==> config.mk <==
export PLATFORM = sky130hd
export DESIGN_NAME = id_ex_stage
export DESIGN_NICKNAME = d
export VERILOG_FILES = /design/src/rtl/id_ex_stage_pkg.sv /design/src/rtl/id_ex_stage_fwd_mux.sv /design/src/rtl/id_ex_stage.sv
export SDC_FILE = /design/constraint.sdc
export NUM_CORES = 1
export LEC_CHECK = 0
export ABC_AREA = 1
export CAP_MARGIN = 10
export CORE_ASPECT_RATIO = 0.7
export CORE_MARGIN = 1
export CORE_UTILIZATION = 40
export DETAILED_ROUTE_END_ITERATION = 7
export PLACE_DENSITY = 0.75
export SETUP_SLACK_MARGIN = 0.1
export SYNTH_ARGS = -nofsm -noshare
export SYNTH_HDL_FRONTEND = slang
export SYNTH_SLANG_ARGS = --single-unit
==> constraint.sdc <==
create_clock -name CLK -period 5.5 [get_ports CLK]
set_input_delay 0.55 -clock CLK [delete_from_list [all_inputs] [get_ports CLK]]
set_output_delay 0.55 -clock CLK [all_outputs]
set_load 0.1 [all_outputs]
==> src/rtl/id_ex_stage_pkg.sv <==
// Shared widths, ALU function codes and register constants for the ID/EX stage.
package id_ex_stage_pkg;

  localparam int unsigned DW = 32;
  localparam int unsigned AW = 5;
  localparam int unsigned FW = 4;

  localparam logic [AW-1:0] REG_ZERO = '0;

  localparam logic [FW-1:0] FUNC_PASSB = 4'b0000;
  localparam logic [FW-1:0] FUNC_ADD   = 4'b0010;
  localparam logic [FW-1:0] FUNC_SUB   = 4'b0100;
  localparam logic [FW-1:0] FUNC_LUI   = 4'b1100;

endpackage

==> src/rtl/id_ex_stage_fwd_mux.sv <==
// Three-way priority operand select: EX/MEM result, then MEM/WB data, then the
// registered read data. Register zero is never forwarded.
module fwd_mux
  import id_ex_stage_pkg::*;
#(
  parameter int unsigned DW = id_ex_stage_pkg::DW,
  parameter int unsigned AW = id_ex_stage_pkg::AW
) (
  input  logic [AW-1:0] src_addr,
  input  logic [DW-1:0] reg_data,
  input  logic          mem_reg_write,
  input  logic [AW-1:0] mem_wr_addr,
  input  logic [DW-1:0] mem_data,
  input  logic          wb_reg_write,
  input  logic [AW-1:0] wb_wr_addr,
  input  logic [DW-1:0] wb_data,
  output logic [DW-1:0] fwd_data
);

  logic mem_hit;
  logic wb_hit;

  always_comb begin
    mem_hit = mem_reg_write & (mem_wr_addr != AW'(REG_ZERO)) & (mem_wr_addr == src_addr);
    wb_hit  = wb_reg_write  & (wb_wr_addr  != AW'(REG_ZERO)) & (wb_wr_addr  == src_addr);
    fwd_data = reg_data;
    if (mem_hit) begin
      fwd_data = mem_data;
    end else if (wb_hit) begin
      fwd_data = wb_data;
    end
  end

endmodule

==> src/rtl/id_ex_stage.sv <==
// ID/EX pipeline register feeding the ALU: load-use stall detection, bubble
// insertion on stall/flush, and EX/MEM / MEM/WB operand forwarding.
module id_ex_stage
  import id_ex_stage_pkg::*;
#(
  parameter int unsigned DW = id_ex_stage_pkg::DW,
  parameter int unsigned AW = id_ex_stage_pkg::AW,
  parameter int unsigned FW = id_ex_stage_pkg::FW
) (
  input  logic          CLK,
  input  logic          RST,
  input  logic          ID_Valid,
  input  logic [AW-1:0] ID_RsAddr,
  input  logic [AW-1:0] ID_RtAddr,
  input  logic [DW-1:0] ID_RsData,
  input  logic [DW-1:0] ID_RtData,
  input  logic [DW-1:0] ID_Imm,
  input  logic          ID_UseImm,
  input  logic [FW-1:0] ID_Func,
  input  logic [AW-1:0] ID_WrAddr,
  input  logic          ID_RegWrite,
  input  logic          ID_MemRead,
  input  logic          Flush,
  input  logic          MEM_RegWrite,
  input  logic [AW-1:0] MEM_WrAddr,
  input  logic [DW-1:0] MEM_Data,
  input  logic          WB_RegWrite,
  input  logic [AW-1:0] WB_WrAddr,
  input  logic [DW-1:0] WB_Data,
  output logic [DW-1:0] ALU_DA,
  output logic [DW-1:0] ALU_DB,
  output logic [FW-1:0] ALU_Func,
  output logic          EX_Valid,
  output logic [AW-1:0] EX_WrAddr,
  output logic          EX_RegWrite,
  output logic          EX_MemRead,
  output logic [DW-1:0] EX_StoreData,
  output logic          Stall
);

  logic          valid_q,     valid_d;
  logic [AW-1:0] rs_addr_q,   rs_addr_d;
  logic [AW-1:0] rt_addr_q,   rt_addr_d;
  logic [DW-1:0] rs_data_q,   rs_data_d;
  logic [DW-1:0] rt_data_q,   rt_data_d;
  logic [DW-1:0] imm_q,       imm_d;
  logic          use_imm_q,   use_imm_d;
  logic [FW-1:0] func_q,      func_d;
  logic [AW-1:0] wr_addr_q,   wr_addr_d;
  logic          reg_write_q, reg_write_d;
  logic          mem_read_q,  mem_read_d;

  logic          load_use;
  logic          bubble;
  logic [DW-1:0] fwd_rs;
  logic [DW-1:0] fwd_rt;

  always_comb begin
    load_use = ID_Valid & valid_q & mem_read_q & (wr_addr_q != AW'(REG_ZERO)) &
               ((ID_RsAddr == wr_addr_q) | (ID_RtAddr == wr_addr_q));
    // Flush and stall both collapse to the same bubble; stall still reports.
    bubble = Flush | load_use;
  end

  always_comb begin
    valid_d     = 1'b0;
    rs_addr_d   = '0;
    rt_addr_d   = '0;
    rs_data_d   = '0;
    rt_data_d   = '0;
    imm_d       = '0;
    use_imm_d   = 1'b0;
    func_d      = FW'(FUNC_PASSB);
    wr_addr_d   = '0;
    reg_write_d = 1'b0;
    mem_read_d  = 1'b0;
    if (!bubble) begin
      valid_d     = ID_Valid;
      rs_addr_d   = ID_RsAddr;
      rt_addr_d   = ID_RtAddr;
      rs_data_d   = ID_RsData;
      rt_data_d   = ID_RtData;
      imm_d       = ID_Imm;
      use_imm_d   = ID_UseImm;
      func_d      = ID_Func;
      wr_addr_d   = ID_WrAddr;
      reg_write_d = ID_RegWrite;
      mem_read_d  = ID_MemRead;
    end
  end

  always_ff @(posedge CLK or posedge RST) begin
    if (RST) begin
      valid_q     <= 1'b0;
      rs_addr_q   <= '0;
      rt_addr_q   <= '0;
      rs_data_q   <= '0;
      rt_data_q   <= '0;
      imm_q       <= '0;
      use_imm_q   <= 1'b0;
      func_q      <= '0;
      wr_addr_q   <= '0;
      reg_write_q <= 1'b0;
      mem_read_q  <= 1'b0;
    end else begin
      valid_q     <= valid_d;
      rs_addr_q   <= rs_addr_d;
      rt_addr_q   <= rt_addr_d;
      rs_data_q   <= rs_data_d;
      rt_data_q   <= rt_data_d;
      imm_q       <= imm_d;
      use_imm_q   <= use_imm_d;
      func_q      <= func_d;
      wr_addr_q   <= wr_addr_d;
      reg_write_q <= reg_write_d;
      mem_read_q  <= mem_read_d;
    end
  end

  fwd_mux #(.DW(DW), .AW(AW)) u_fwd_rs (
    .src_addr      (rs_addr_q),
    .reg_data      (rs_data_q),
    .mem_reg_write (MEM_RegWrite),
    .mem_wr_addr   (MEM_WrAddr),
    .mem_data      (MEM_Data),
    .wb_reg_write  (WB_RegWrite),
    .wb_wr_addr    (WB_WrAddr),
    .wb_data       (WB_Data),
    .fwd_data      (fwd_rs)
  );

  fwd_mux #(.DW(DW), .AW(AW)) u_fwd_rt (
    .src_addr      (rt_addr_q),
    .reg_data      (rt_data_q),
    .mem_reg_write (MEM_RegWrite),
    .mem_wr_addr   (MEM_WrAddr),
    .mem_data      (MEM_Data),
    .wb_reg_write  (WB_RegWrite),
    .wb_wr_addr    (WB_WrAddr),
    .wb_data       (WB_Data),
    .fwd_data      (fwd_rt)
  );

  always_comb begin
    ALU_DA       = fwd_rs;
    ALU_DB       = use_imm_q ? imm_q : fwd_rt;
    ALU_Func     = func_q;
    EX_Valid     = valid_q;
    EX_WrAddr    = wr_addr_q;
    EX_RegWrite  = reg_write_q & valid_q;
    EX_MemRead   = mem_read_q & valid_q;
    EX_StoreData = fwd_rt;
    Stall        = load_use;
  end

endmodule

==> flow_metrics.env <==
export IMPL_status="finished clean"
export IMPL_min_period_over_period_pct=76.8
export IMPL_crit_family="buffers and inverters"
export IMPL_crit_path_top_delay_cell="inv_2"
export IMPL_worstMarginPinSlew_ps=1220
export IMPL_powerDensity_nw_per_um2=290
export IMPL_cts_resized_gates=0
export IMPL_crit_required_ps=4950
export IMPL_end_kind="output port"
export IMPL_grt_pass1_wl_mm=37.5
export IMPL_worstSetupPathType="in -> out"
export IMPL_slew_headroom_pct=18.6
export IMPL_synth_common_cells="nand2_1 (215), inv_1 (164), nand3_1 (133)"
export IMPL_path_cells="clkdlybuf4s50_1 -> nor2_1 -> nand2_1 -> o21ai_1 -> nor3_1 -> nand2_2 -> inv_2 -> nand2_1 -> nand2_1 -> buf_4"
export IMPL_cts_root_buf="clkbuf_16"
export IMPL_rsz0062_at_grt="false"
export IMPL_grt_use_met3_pct=9.03
export IMPL_fillers=1492
export IMPL_vias=7002
export IMPL_synthArstFlopShare_pct=100
export IMPL_synthTopCellsByArea="dfrtp_1 (43%), nand2_1 (12%), nand3_1 (9.7%)"
export IMPL_synth_cell_types=25
export IMPL_post_cts_setup_buffers=0
export IMPL_combPwrFrac_pct=32.1
export IMPL_port_buffer_count=306
export IMPL_arrival_ps=3680
export IMPL_synth_cells=949
export IMPL_core_area_um2=16500
export IMPL_yosys_register_bits=119
export IMPL_syn_num_nets=1147
export IMPL_seq_area_um2=2980
export IMPL_yosys_warnings=0
export IMPL_finalClockSkew_ps=13.8
export IMPL_yosysSeqAreaShare_pct=43.5
export IMPL_reg2reg_slack_ps=2930
export IMPL_slew_violations=0
export IMPL_hpwl_mm=16.8
export IMPL_min_path_cells=3
export IMPL_p_int_mw=1.91
export IMPL_nets=1429
export IMPL_period_needed_ps=4230
export IMPL_first_global_vias=7047
export IMPL_power_mw=3.00
export IMPL_cts_max_path_buffers=2
export IMPL_power_frac_seq_pct=31.3
export IMPL_placedCellCount=1437
export IMPL_r2r_cells=8
export IMPL_timing_fmax_mhz=237
export IMPL_drt_iter0_drc=642
export IMPL_rows=39
export IMPL_antenna_found_initial=2
export IMPL_final_core_util_pct=62.6
export IMPL_setup_viol=0
export IMPL_track_usage_pct=28.2
export IMPL_cpMostUsedCell="nand2_1"
export IMPL_use_met2_pct=45.3
export IMPL_drive_gt1_share_pct=11.8
export IMPL_htreeDepth=4
export IMPL_syn_cell_area_um2=6850
export IMPL_start_kind="input pin"
export IMPL_dr_pass1_iters=7
export IMPL_hp_class="in -> reg"
export IMPL_worstPathMaxFanout=33
export IMPL_sw_frac_of_total_pct=36.4
export IMPL_path_clk_slew_ps=60
export IMPL_grt_max_degree=86
export IMPL_hold_viol=0
export IMPL_die_x_um=158
export IMPL_use_met1_pct=35.6
export IMPL_synth_edff_count=0
export IMPL_route_detailed_drc=0
export IMPL_synth_area_leader_cell="dfrtp_1"
export IMPL_multi_input_area_um2=2990
export IMPL_clk_latency_ps=410
export IMPL_critPathBufInv=3
export IMPL_postSynthAreaPerCell_um2=7.22
export IMPL_max_stage_delay_ps=820
export IMPL_path_depth=10
export IMPL_instances_no_fill=1468
export IMPL_wl_mm=24.3
export IMPL_cts_hold_fix_buffers=0
export IMPL_syn_to_final_growth_pct=51.1
export IMPL_io_pins=307
export IMPL_die_y_um=112
export IMPL_ys_dominant_reg_cell="dfrtp_1"
export IMPL_synth_top_area_share_pct=43.5
export IMPL_top_usage_layer="met2"
export IMPL_overflow=0
export IMPL_routedWlPerCell_um=16.6
export IMPL_place_gp_congestion=0.848
export IMPL_initial_utilization_pct=41.4
export IMPL_max_cap_violations=0
export IMPL_clock_power_share_pct=36.7
export IMPL_tritoncts="yes"
export IMPL_postRouteAntennaNets=0
export IMPL_die_area_um2=17700
export IMPL_yosysMostFrequentCell="nand2_1"
export IMPL_leakage_nw=5.50
export IMPL_hold_slack_ps=648
export IMPL_vias_per_cell=4.77
export IMPL_vdd_drop_max_mv=0.228
export IMPL_setup_tns_ps=0
export IMPL_cts_sinks=119
export IMPL_switching_power_mw=1.09
export IMPL_cts_buffers=17
[power by group through the flow]
stage	clock network, mW	registers, mW	logic (mW)
floorplan	0	0.976	0.623
global placement	0	0.951	0.958
detailed placement	0	0.953	0.961
CTS	1.12	0.938	0.964
global route	1.16	0.941	1.01
finish	1.10	0.938	0.962
[cells in the final DEF (no fill, tap or decap)]
cell type	n
inv_2	1
nand2_2	3
bufinv_16	2
nand3_1	133
clkbuf_8	4
inv_4	1
nand2_4	1
nor4_1	1
nor2_4	4
dfrtp_1	119
clkdlybuf4s50_1	210
o21ai_1	1
nor2_1	127
nor3_1	2
or2_0	1
nor3_4	2
and2_1	32
nand2_1	213
xor2_1	15
buf_4	106
diode_2	1
inv_1	163
clkbuf_16	17
clkinv_2	3
nand3b_1	65
clkinvlp_4	3
a21oi_1	3
clkbuf_1	1
xnor2_1	9
[registers in the layout, summed over array words and instances (netlist names)]
signal / cells
rt_data_q: 32
use_imm_q: 1
mem_read_q: 1
EX_WrAddr: 5
reg_write_q: 1
rs_data_q: 32
ALU_Func: 4
rs_addr_q: 5
imm_q: 32
rt_addr_q: 5
EX_Valid: 1
[logic make-up after synthesis]
group / count (synthesis) / synth area share [%]
simple gates: 584 / 39.8
buf+inv: 218 / 13.4
compound gates: 4 / 0.292
flops: 119 / 43.5
xor+xnor: 24 / 3.07
[layout make-up]
cell class | count | area share (%)
clock buffer | 22 | 4.68
sequential | 119 | 28.8
timing repair buffer | 316 | 28.0
multi-input combinational | 612 | 28.9
inverter | 165 | 6.01
clock inverter | 8 | 0.943
antenna | 1 | 0.0242
tap | 225 | 2.72
[stage by stage]
stage / setup WS [ps] / area [um^2]
4_1_cts: 1300 / 10400
5_1_grt: 1130 / 10400
3_3_place_gp: 1310 / 9770
6_report: 1270 / 10400
2_1_floorplan: 1790 / 6850
3_5_place_dp: 1310 / 9770
[routing by layer]
| layer | vias up | wire, um |
|---|---|---|
| met5 | - | 0 |
| met4 | 0 | 493 |
| met3 | 37 | 2260 |
| met2 | 334 | 11200 |
| met1 | 3197 | 10400 |
| li1 | 3434 | - |
[final timing paths]
kind | from | endpoint
worst min-delay path | ID_RegWrite | reg_write_q
worst min register to register | mem_read_q | EX_Valid
worst max register to register | EX_WrAddr[3] | rs_data_q[27]
worst max-delay path | MEM_WrAddr[1] | ALU_DA[6]
min in group asynchronous | RST | EX_WrAddr[1]
max in group asynchronous | RST | imm_q[30]
[worst register-to-register path: stages, from the launching register on]
cell	delay (ps)
dfrtp_1	430
or2_0	230
a21oi_1	140
nand3_1	90
nand2_1	80
nand2_1	100
nand2_4	670
buf_4	600
nor2_1	90
(Power assumes the default switching activity.)
